==> config.mk <==
export PLATFORM = sky130hd
export DESIGN_NAME = irrig_ctrl_multi
export DESIGN_NICKNAME = d
export VERILOG_FILES = /design/src/rtl/irrig_pkg.sv /design/src/rtl/irrig_chan.sv /design/src/rtl/irrig_ctrl_multi.sv
export SDC_FILE = /design/constraint.sdc
export NUM_CORES = 1
export LEC_CHECK = 0
export CAP_MARGIN = 20
export CORE_MARGIN = 5
export CORE_UTILIZATION = 50
export DETAILED_ROUTE_END_ITERATION = 16
export GPL_ROUTABILITY_DRIVEN = 1
export PLACE_DENSITY = 0.74
export SLEW_MARGIN = 20
export SYNTH_ARGS = -nofsm -noshare
export SYNTH_HDL_FRONTEND = slang
export SYNTH_SLANG_ARGS = --single-unit
==> constraint.sdc <==
create_clock -name clock -period 2.41 [get_ports clock]
set_input_delay 0.3615 -clock clock [delete_from_list [all_inputs] [get_ports clock]]
set_output_delay 0.3615 -clock clock [all_outputs]
set_load 0.05 [all_outputs]
==> src/rtl/irrig_pkg.sv <==
// Shared types for the multi-channel irrigation controller.
package irrig_pkg;

  // Channel state encoding, as it appears on cout.
  typedef enum logic [1:0] {
    VZ   = 2'b00,
    EN   = 2'b01,
    ERRO = 2'b10,
    REGA = 2'b11
  } state_t;

endpackage

==> src/rtl/irrig_chan.sv <==
// One irrigation channel: four-state FSM, ERRO debounce counter and pump request.
module irrig_chan
  import irrig_pkg::*;
#(
  parameter int unsigned ERR_HOLD = 4
) (
  input  logic   clock,
  input  logic   resetN,
  input  logic   c,
  input  logic   ve,
  input  logic   rega,
  input  logic   gnt,
  input  logic   timeout,
  output logic   req,
  output state_t state
);

  localparam int unsigned HW = (ERR_HOLD > 1) ? $clog2(ERR_HOLD) : 1;
  localparam logic [HW-1:0] HOLD_MAX = HW'(ERR_HOLD - 1);

  state_t         r_state;
  logic [HW-1:0]  r_hold;
  logic           w_release;

  assign state     = r_state;
  assign w_release = ~rega && (r_hold == HOLD_MAX);

  // Pump request: EN wanting to water, or a released ERRO that wants to water.
  always_comb begin
    req = 1'b0;
    case (r_state)
      EN:      req = c & ~ve;
      ERRO:    req = w_release & c & ~ve;
      default: req = 1'b0;
    endcase
  end

  // Channel FSM and debounce counter; the counter clears on every ERRO entry.
  always_ff @(posedge clock or posedge resetN) begin
    if (resetN) begin
      r_state <= VZ;
      r_hold  <= '0;
    end else begin
      case (r_state)
        VZ: begin
          if (~c & ve & ~rega) begin
            r_state <= EN;
          end else if (rega) begin
            r_state <= ERRO;
            r_hold  <= '0;
          end
        end
        EN: begin
          if (c & ~ve) begin
            if (gnt) r_state <= REGA;
          end else if (ve & rega) begin
            r_state <= ERRO;
            r_hold  <= '0;
          end
        end
        REGA: begin
          if (timeout) begin
            r_state <= ERRO;
            r_hold  <= '0;
          end else if (c & ve & ~rega) begin
            r_state <= EN;
          end else if (~c & ~rega) begin
            r_state <= VZ;
          end
        end
        ERRO: begin
          if (rega) begin
            r_hold <= '0;
          end else if (r_hold != HOLD_MAX) begin
            r_hold <= r_hold + 1'b1;
          end else if (~c & ~ve) begin
            r_state <= VZ;
          end else if (ve) begin
            r_state <= EN;
          end else if (gnt) begin
            // c & ~ve: wait here with the counter saturated until the pump is free
            r_state <= REGA;
          end
        end
        default: r_state <= VZ;
      endcase
    end
  end

endmodule

==> src/rtl/irrig_ctrl_multi.sv <==
// Multi-channel irrigation controller: N_CH channels sharing one pump via round-robin.
module irrig_ctrl_multi
  import irrig_pkg::*;
#(
  parameter int unsigned N_CH       = 4,
  parameter int unsigned TMR_W      = 8,
  parameter int unsigned REGA_TICKS = 16,
  parameter int unsigned ERR_HOLD   = 4
) (
  input  logic                      clock,
  input  logic                      resetN,
  input  logic                      tick,
  input  logic [N_CH-1:0]           c,
  input  logic [N_CH-1:0]           ve,
  input  logic [N_CH-1:0]           rega,
  output logic [2*N_CH-1:0]         cout,
  output logic                      pump_on,
  output logic [$clog2(N_CH)-1:0]   active_ch,
  output logic                      err_any
);

  localparam int unsigned IDX_W = $clog2(N_CH);

  state_t             w_state [N_CH];
  logic [N_CH-1:0]    w_req;
  logic [N_CH-1:0]    w_gnt;
  logic               w_found;
  logic [IDX_W-1:0]   w_gnt_idx;
  logic               w_any_rega;
  logic               w_timeout;
  logic [IDX_W-1:0]   r_rr_ptr;
  logic [TMR_W-1:0]   r_tmr;

  for (genvar g = 0; g < N_CH; g++) begin : g_chan
    irrig_chan #(
      .ERR_HOLD(ERR_HOLD)
    ) u_chan (
      .clock  (clock),
      .resetN (resetN),
      .c      (c[g]),
      .ve     (ve[g]),
      .rega   (rega[g]),
      .gnt    (w_gnt[g]),
      .timeout(w_timeout),
      .req    (w_req[g]),
      .state  (w_state[g])
    );
  end

  // Output decode from registered channel state only.
  always_comb begin
    cout       = '0;
    w_any_rega = 1'b0;
    active_ch  = '0;
    err_any    = 1'b0;
    for (int i = 0; i < N_CH; i++) begin
      cout[2*i +: 2] = w_state[i];
      if (w_state[i] == REGA) begin
        w_any_rega = 1'b1;
        active_ch  = IDX_W'(i);
      end
      if (w_state[i] == ERRO) err_any = 1'b1;
    end
  end

  assign pump_on   = w_any_rega;
  assign w_timeout = tick & w_any_rega & (r_tmr == TMR_W'(REGA_TICKS - 1));

  // Round-robin grant, only while the pump is idle, scanning upward from r_rr_ptr.
  always_comb begin
    int unsigned idx;
    idx       = 0;
    w_gnt     = '0;
    w_found   = 1'b0;
    w_gnt_idx = '0;
    if (!w_any_rega) begin
      for (int k = 0; k < N_CH; k++) begin
        idx = (int'(r_rr_ptr) + k) % N_CH;
        if (!w_found && w_req[IDX_W'(idx)]) begin
          w_found              = 1'b1;
          w_gnt[IDX_W'(idx)]   = 1'b1;
          w_gnt_idx            = IDX_W'(idx);
        end
      end
    end
  end

  // Pointer moves just past the granted channel.
  always_ff @(posedge clock or posedge resetN) begin
    if (resetN) begin
      r_rr_ptr <= '0;
    end else if (w_found) begin
      r_rr_ptr <= (w_gnt_idx == IDX_W'(N_CH - 1)) ? '0 : w_gnt_idx + 1'b1;
    end
  end

  // Watering timer: cleared on entry and while idle, so an entry-cycle tick is ignored.
  always_ff @(posedge clock or posedge resetN) begin
    if (resetN) begin
      r_tmr <= '0;
    end else if (!w_any_rega || w_found) begin
      r_tmr <= '0;
    end else if (tick) begin
      r_tmr <= r_tmr + 1'b1;
    end
  end

endmodule

* After elaboration in Yosys (flattened, before gate mapping)
Cells that the tools add are included.
Storage, ports and cells: output and inout port bits 12, input bits 15, flip-flop bits (word level) 26, logic and storage cells 315
Cells by class: bitwise gates (word level) 57, multiplexer cells 136, $add $sub $neg 9, $lt $le $gt $ge 8, equality and inequality tests 66, reductions and logical operators 29
Operators by type and width (count):
- $mux W2 | 81
- $pmux W2 S4 | 8
- $ne A2 B2 Y1 const B | 24
- $and A1 B1 Y1 | 42
- $mux W4 | 8
- $eq A2 B2 Y1 const B | 13
- $mux W1 | 25
- $ne A3 B2 Y1 const B | 8
- $reduce_and A6 Y1 | 4
- $reduce_and A5 Y1 | 4
- $mux W8 | 2
- $ne A2 B1 Y1 const B | 8
- $ne A4 B1 Y1 const B | 4
- $add A2 B1 Y2 const B | 6
- $lt A2 B3 Y1 const B | 4
- $ne A3 B1 Y1 const B | 4
- $not A1 Y1 | 12
- $or A4 B4 Y4 | 3
- $logic_and A1 B1 Y1 | 11
- $add A8 B1 Y8 const B | 1
- $bmux W1 S2 | 4
- $demux W1 S2 | 4
- $eq A2 B1 Y1 const B | 4
- $eq A8 B4 Y1 const B | 1
- other kinds (7) | 20

* Longest topological paths before layout
depth in word-level cells 27, gate-level depth with buffers 10, mapped depth without buffers 9

* Hierarchy
A second synthesis with hierarchy kept.
Unflattened totals: cells, all modules 325, area total of the unflattened synthesis 2826.5 um^2
By module, submodules not included:
- irrig_chan | area an instance 422.9 um^2, instances 4, sequential area each 100.1 um^2, cells each 49
- irrig_ctrl_multi | area an instance 1134.8 um^2, instances 1, sequential area each 250.2 um^2, cells each 129

* Least setup slack after synthesis
OpenSTA, ideal clock, no wires.
path kind flip-flop to flip-flop, start point reg g_chan[3].u_chan.r_state[0], end point reg r_rr_ptr[1], data arrival time 2.871 ns, setup time 0.076 ns, stages on the path, launching flop included 11, path buffers 1, data required time 2.334 ns, clock period less this slack 2.948 ns, setup slack -0.538 ns, cell sequence dfrtp_1 > inv_1 > ha_1 > buf_2 > and3b_1 > o211a_1 > mux4_2 > nor2_2 > nor2_1 > xnor3_1 > o21ai_1
On the way: longest elaborated chain between the ends 20, elaborated cells between the ends (all ways) 35, those cells by class add/sub (1); eq/ne (4); mux (24); reduce/logical (6)
Ends and longest elaborated chain:
- start: declaration | line irrig_chan.sv:21 | state_t r_state;
- start signal: assignment | line irrig_chan.sv:41 | r_state <= VZ;
- start signal: assignment | line irrig_chan.sv:47 | r_state <= EN;
- start signal: assignment | line irrig_chan.sv:49 | r_state <= ERRO;
- $eq A2 B2 Y1 or $eq A2 B1 Y1 (tied branches) | line irrig_chan.sv:31 | case (r_state)
- $pmux W1 S2 | line irrig_chan.sv:31
- $bmux W1 S2 | line irrig_ctrl_multi.sv:79 | if (!w_found && w_req[IDX_W'(idx)]) begin
- $mux W1 (not written as such) | line irrig_ctrl_multi.sv:79
- $mux W1 | line irrig_ctrl_multi.sv:79
- $mux W1 | line irrig_ctrl_multi.sv:76 | if (!w_any_rega) begin
- $logic_not A1 Y1 | line irrig_ctrl_multi.sv:79
- $logic_and A1 B1 Y1 | line irrig_ctrl_multi.sv:79
- (+4 left out)
- $mux W1 | line irrig_ctrl_multi.sv:79
- $mux W1 | line irrig_ctrl_multi.sv:76
- $logic_not A1 Y1 | line irrig_ctrl_multi.sv:79
- $logic_and A1 B1 Y1 | line irrig_ctrl_multi.sv:79
- $mux W2 | line irrig_ctrl_multi.sv:79
- $mux W2 | line irrig_ctrl_multi.sv:76
- $add A2 B1 Y2 or $eq A2 B2 Y1 (tied branches) | line irrig_ctrl_multi.sv:93 | r_rr_ptr <= (w_gnt_idx == IDX_W'(N_CH - 1)) ? '0 : w_gnt_idx + 1'b1;
- $mux W2 | line irrig_ctrl_multi.sv:93
- end signal: assignment | line irrig_ctrl_multi.sv:93
- end: declaration | line irrig_ctrl_multi.sv:31 | logic [IDX_W-1:0] r_rr_ptr;
Several ways; a longest one is shown, not always the timed one. The select of a mux whose other input is x is not followed. A chain may end at the register's enable or synchronous reset.

* Final worst setup path
start point reg g_chan[0].u_chan.r_state[1], end point reg g_chan[3].u_chan.r_state[0]
On the way: longest elaborated chain between the ends 24, elaborated cells between the ends (all ways) 51, those cells by class eq/ne (4); mux (35); bitwise (5); reduce/logical (7)
Ends and longest elaborated chain:
- start: declaration | line irrig_chan.sv:21
- start signal: assignment | line irrig_chan.sv:41
- start signal: assignment | line irrig_chan.sv:47
- start signal: assignment | line irrig_chan.sv:49
- $eq A2 B2 Y1 or $eq A2 B1 Y1 (tied branches) | line irrig_chan.sv:31
- $pmux W1 S2 | line irrig_chan.sv:31
- $bmux W1 S2 | line irrig_ctrl_multi.sv:79
- $mux W1 (not written as such) | line irrig_ctrl_multi.sv:79
- $mux W1 | line irrig_ctrl_multi.sv:79
- $mux W1 | line irrig_ctrl_multi.sv:76
- $logic_not A1 Y1 | line irrig_ctrl_multi.sv:79
- $logic_and A1 B1 Y1 | line irrig_ctrl_multi.sv:79
- (+4 left out)
- $mux W1 | line irrig_ctrl_multi.sv:79
- $mux W1 | line irrig_ctrl_multi.sv:76
- $logic_not A1 Y1 | line irrig_ctrl_multi.sv:79
- $logic_and A1 B1 Y1 | line irrig_ctrl_multi.sv:79
- $mux W4 | line irrig_ctrl_multi.sv:79
- $mux W4 | line irrig_ctrl_multi.sv:76
- $mux W2 (5 in a row)
- $pmux W2 S4 | line irrig_chan.sv:44 | case (r_state)
Several ways; a longest one is shown, not always the timed one. The select of a mux whose other input is x is not followed.

==> impl_results.md <==
- Outcome: finished with violations
- Failing checks: negative setup slack
- I/O pins: 27
- CTS tree: built
- Wire length per cell: 16.9 µm
- Fin crit share: 1.02
- Power density over cell area: 1150 nW/µm²
- Die height: 84.3 µm
- Post-synthesis cell type count: 71
- Sink Count: 26
- Lkg Pwr: 1.88 nW
- Max_cap viols: 0
- Vias: 2946
- Synth top cells by count: 32 x ha_1, 26 x dfrtp_1, 24 x inv_1
- CTS H-tree lvls: 1
- Routed WL: 8320 µm
- Crit path kind: reg2reg
- Synth area leaders: dfrtp_1 24%, ha_1 14%, a21oi_1 3.8%
- Unrepaired setup endpoints after global routing: true
- Final setup TNS: -0.123 ns
- # placed instances: 473
- Cell area after layout: 4010 µm²
- Internal: 2.39 mW
- Worst setup SP type: flop
- Initial antenna violation count: 0
- Synth warn: 0
- Worst-path cell chain: ha_4 -> and3b_2 -> o211ai_1 -> mux2i_1 -> or3_4 -> a21boi_2 -> a221oi_4 -> a221oi_2
- Synthesis-to-finish area growth: 45.1%
- Final hold vios: 0
- Initial DRC count: 234
- Peak supply drop: 0.630 mV
- Worst skew pair latency: 0.28 ns
- Data required time at the worst endpoint: 2.61 ns
- ANT nets after route: 0
- Layout Cells excl Fill: 493
- Largest net degree at the start of global routing: 27
- Core ar.: 5440 µm²
- Power share of the clock group: 0.084
- Number of CTS-inserted buffers: 3
- Pre-CTS setup slack: -0.229 ns
- Vias in the first global route: 2827
- All-layer global routing usage: 0.216
- Combinational Power Share: 0.758
- Post-DP Area: 3620 µm²
- HP Class: in2async
- Worst r2r src: g_chan[0].u_chan.state[1]
- Fillers: 387
- Syn Nets: 360
- Seq pwr share: 0.158
- Most common cell in the synthesized netlist: ha_1
- First-pass detailed-route iteration total: 5
- Synth Area per Inst: 8.83 µm²
- Slowest stage cell, crit path: dfrtp_2
- DRC: 0
- First-pass GRT wire length: 12800 µm
- Gate Count Post-Synth: 313
- Die area: 7110 µm²
- Slowest cell delay on critical path: 0.48 ns
- Multi-input combinational cell area: 2150 µm²
- Hpwl dp: 5920 µm
- Asr flop ratio synth: 1.00
- Setup crit end kind: flop
- Seq/Total Area, Yosys: 0.236
- Initial Util: 0.508
- Clock Pin Slew Worst Setup and Hold Paths: 0.11 ns
- Post-synth top area cell: dfrtp_1
- Synth Register Bits: 26
- Switching power: 2.22 mW
- Setup WS post-layout: -0.0492 ns
- Ys flop type: dfrtp_1
- Sequential Area: 661 µm²
- Slew HR: 0.654
- # diodes: 0
- CTS Hold Buffers Added: 0
- Setup crit start: g_chan[0].u_chan.state[1]
- Critical path's top delay family: compound AO/OA/AOI/OAI gates
- Routability Congestion: 0.996
- Least-Margin Pin Slew: 0.517 ns
- WP data arrival: 2.66 ns
- Fmax: 407 MHz
- Final min period: 2.46 ns
- Nets: 469
- Share of layout cells above drive strength 1: 0.354
- Syn Std Cell Area: 2760 µm²
- FP Rows: 27
- Area share of the largest cell type after synthesis: 0.236
- Die X-Extent: 84.3 µm
- Final setup vio count: 3
- Vias per cell: 5.98
- Buf/Inv on CP: 0
- IO buf count: 26
- Overflow after GRT: 0
- EDFF count, synth: 0
- Clock skew: 0.00854 ns
- Switching share of power: 0.481
- Bufs on Longest Clock Path: 2
- CTS root buf: clkbuf_8
- Critical path peak fanout: 5
- Fin. max-slew vios: 0
==> tightest hold or removal path, cell delays in order <==
cell and delay (ns):
clkdlybuf4s50_1 0.39, inv_1 0.05, buf_4 0.33
==> power groups by stage <==
stage / Combinational (mW) / Clock [mW] / Sequential [mW]
final: 3.49 / 0.388 / 0.728
after global routing: 3.78 / 0.412 / 0.745
after CTS: 3.06 / 0.389 / 0.717
after detailed placement: 3.06 / 0 / 0.726
after global placement: 3.00 / 0 / 0.717
after floorplan: 1.78 / 0 / 0.942
==> placed cells by master (no fill, tap or decap), types with 7 or more instances in the layout <==
master,netlist,layout
dfrtp_1,26,18
inv_1,24,19
dfrtp_2,0,8
nor2_1,20,20
nor2b_1,10,9
ha_1,32,23
nand2_1,20,20
clkdlybuf4s50_1,0,22
o211ai_1,9,9
nand3_1,7,7
buf_4,1,82
o21ai_0,14,13
a21oi_1,21,19
==> kinds of logic (layout without fill, tap and decap cells) <==
group                    after synthesis  count (layout)  synth area share
AND/OR/NAND/NOR                      103             103             0.217
AO/OA/AOI/OAI                        100             100             0.270
buffers and inverters                 33             141            0.0512
adder cells (fa/ha/maj)               32              32             0.145
flip-flops                            26              26             0.236
multiplexers                          11              11            0.0507
XOR/XNOR                               8               8            0.0303
==> path summary, 6_finish.rpt <==
| path | to | slack, ns | cells after the start |
|---|---|---|---|
| min in group clock | g_chan[3].u_chan.r_hold[0] | 0.49 | 1 |
| max in group asynchronous | g_chan[1].u_chan.state[0] | 1.68 | 3 |
| hold / removal | g_chan[0].u_chan.r_hold[0] | 0.42 | 3 |
| setup / recovery | g_chan[3].u_chan.state[0] | -0.05 | 8 |
| hold reg to reg | g_chan[3].u_chan.r_hold[0] | 0.49 | 1 |
| setup reg to reg | g_chan[3].u_chan.state[0] | -0.05 | 8 |
==> per-layer routing <==
| metal | vias up | part of all wire | track usage |
|---|---|---|---|
| met5 | - | 0 | 0 |
| met4 | 0 | 0.020 | 0.0647 |
| met3 | 20 | 0.047 | 0.0265 |
| met2 | 109 | 0.50 | 0.372 |
| met1 | 1419 | 0.43 | 0.283 |
| li1 | 1398 | - | - |
==> through the flow <==
step / hold WS (ns) / power, mW / utilization
4_1_cts: 0.439 / 4.16 / 0.679
2_1_floorplan: 0.401 / 2.72 / -
3_5_place_dp: 0.478 / 3.78 / 0.666
5_1_grt: 0.489 / 4.94 / 0.737
6_report: 0.423 / 4.61 / 0.737
3_3_place_gp: 0.473 / 3.72 / 0.666
==> cell type report <==
class                   instances  area share
flip-flops and latches         26       0.165
repair buffers                112       0.233
well taps                      72      0.0225
multi-input cells             254       0.535
clock inverters                 1     0.00749
inverters                      25      0.0262
clock buffers                   3      0.0103
==> repair_timing <==
item / 4_1_cts / 5_1_grt
resized for setup: 2 / 37
pin swaps: 3 / 26
buffers inserted: 0 / 16
endpoints found under the setup margin: 3 / 11
==> flip-flops by register name, summed over array words and instances (netlist names) <==
name	count
g_chan.u_chan.r_hold	8
r_tmr	8
r_rr_ptr	2
g_chan.u_chan.state	8
Note: power is estimated with default switching activity, not from simulation.
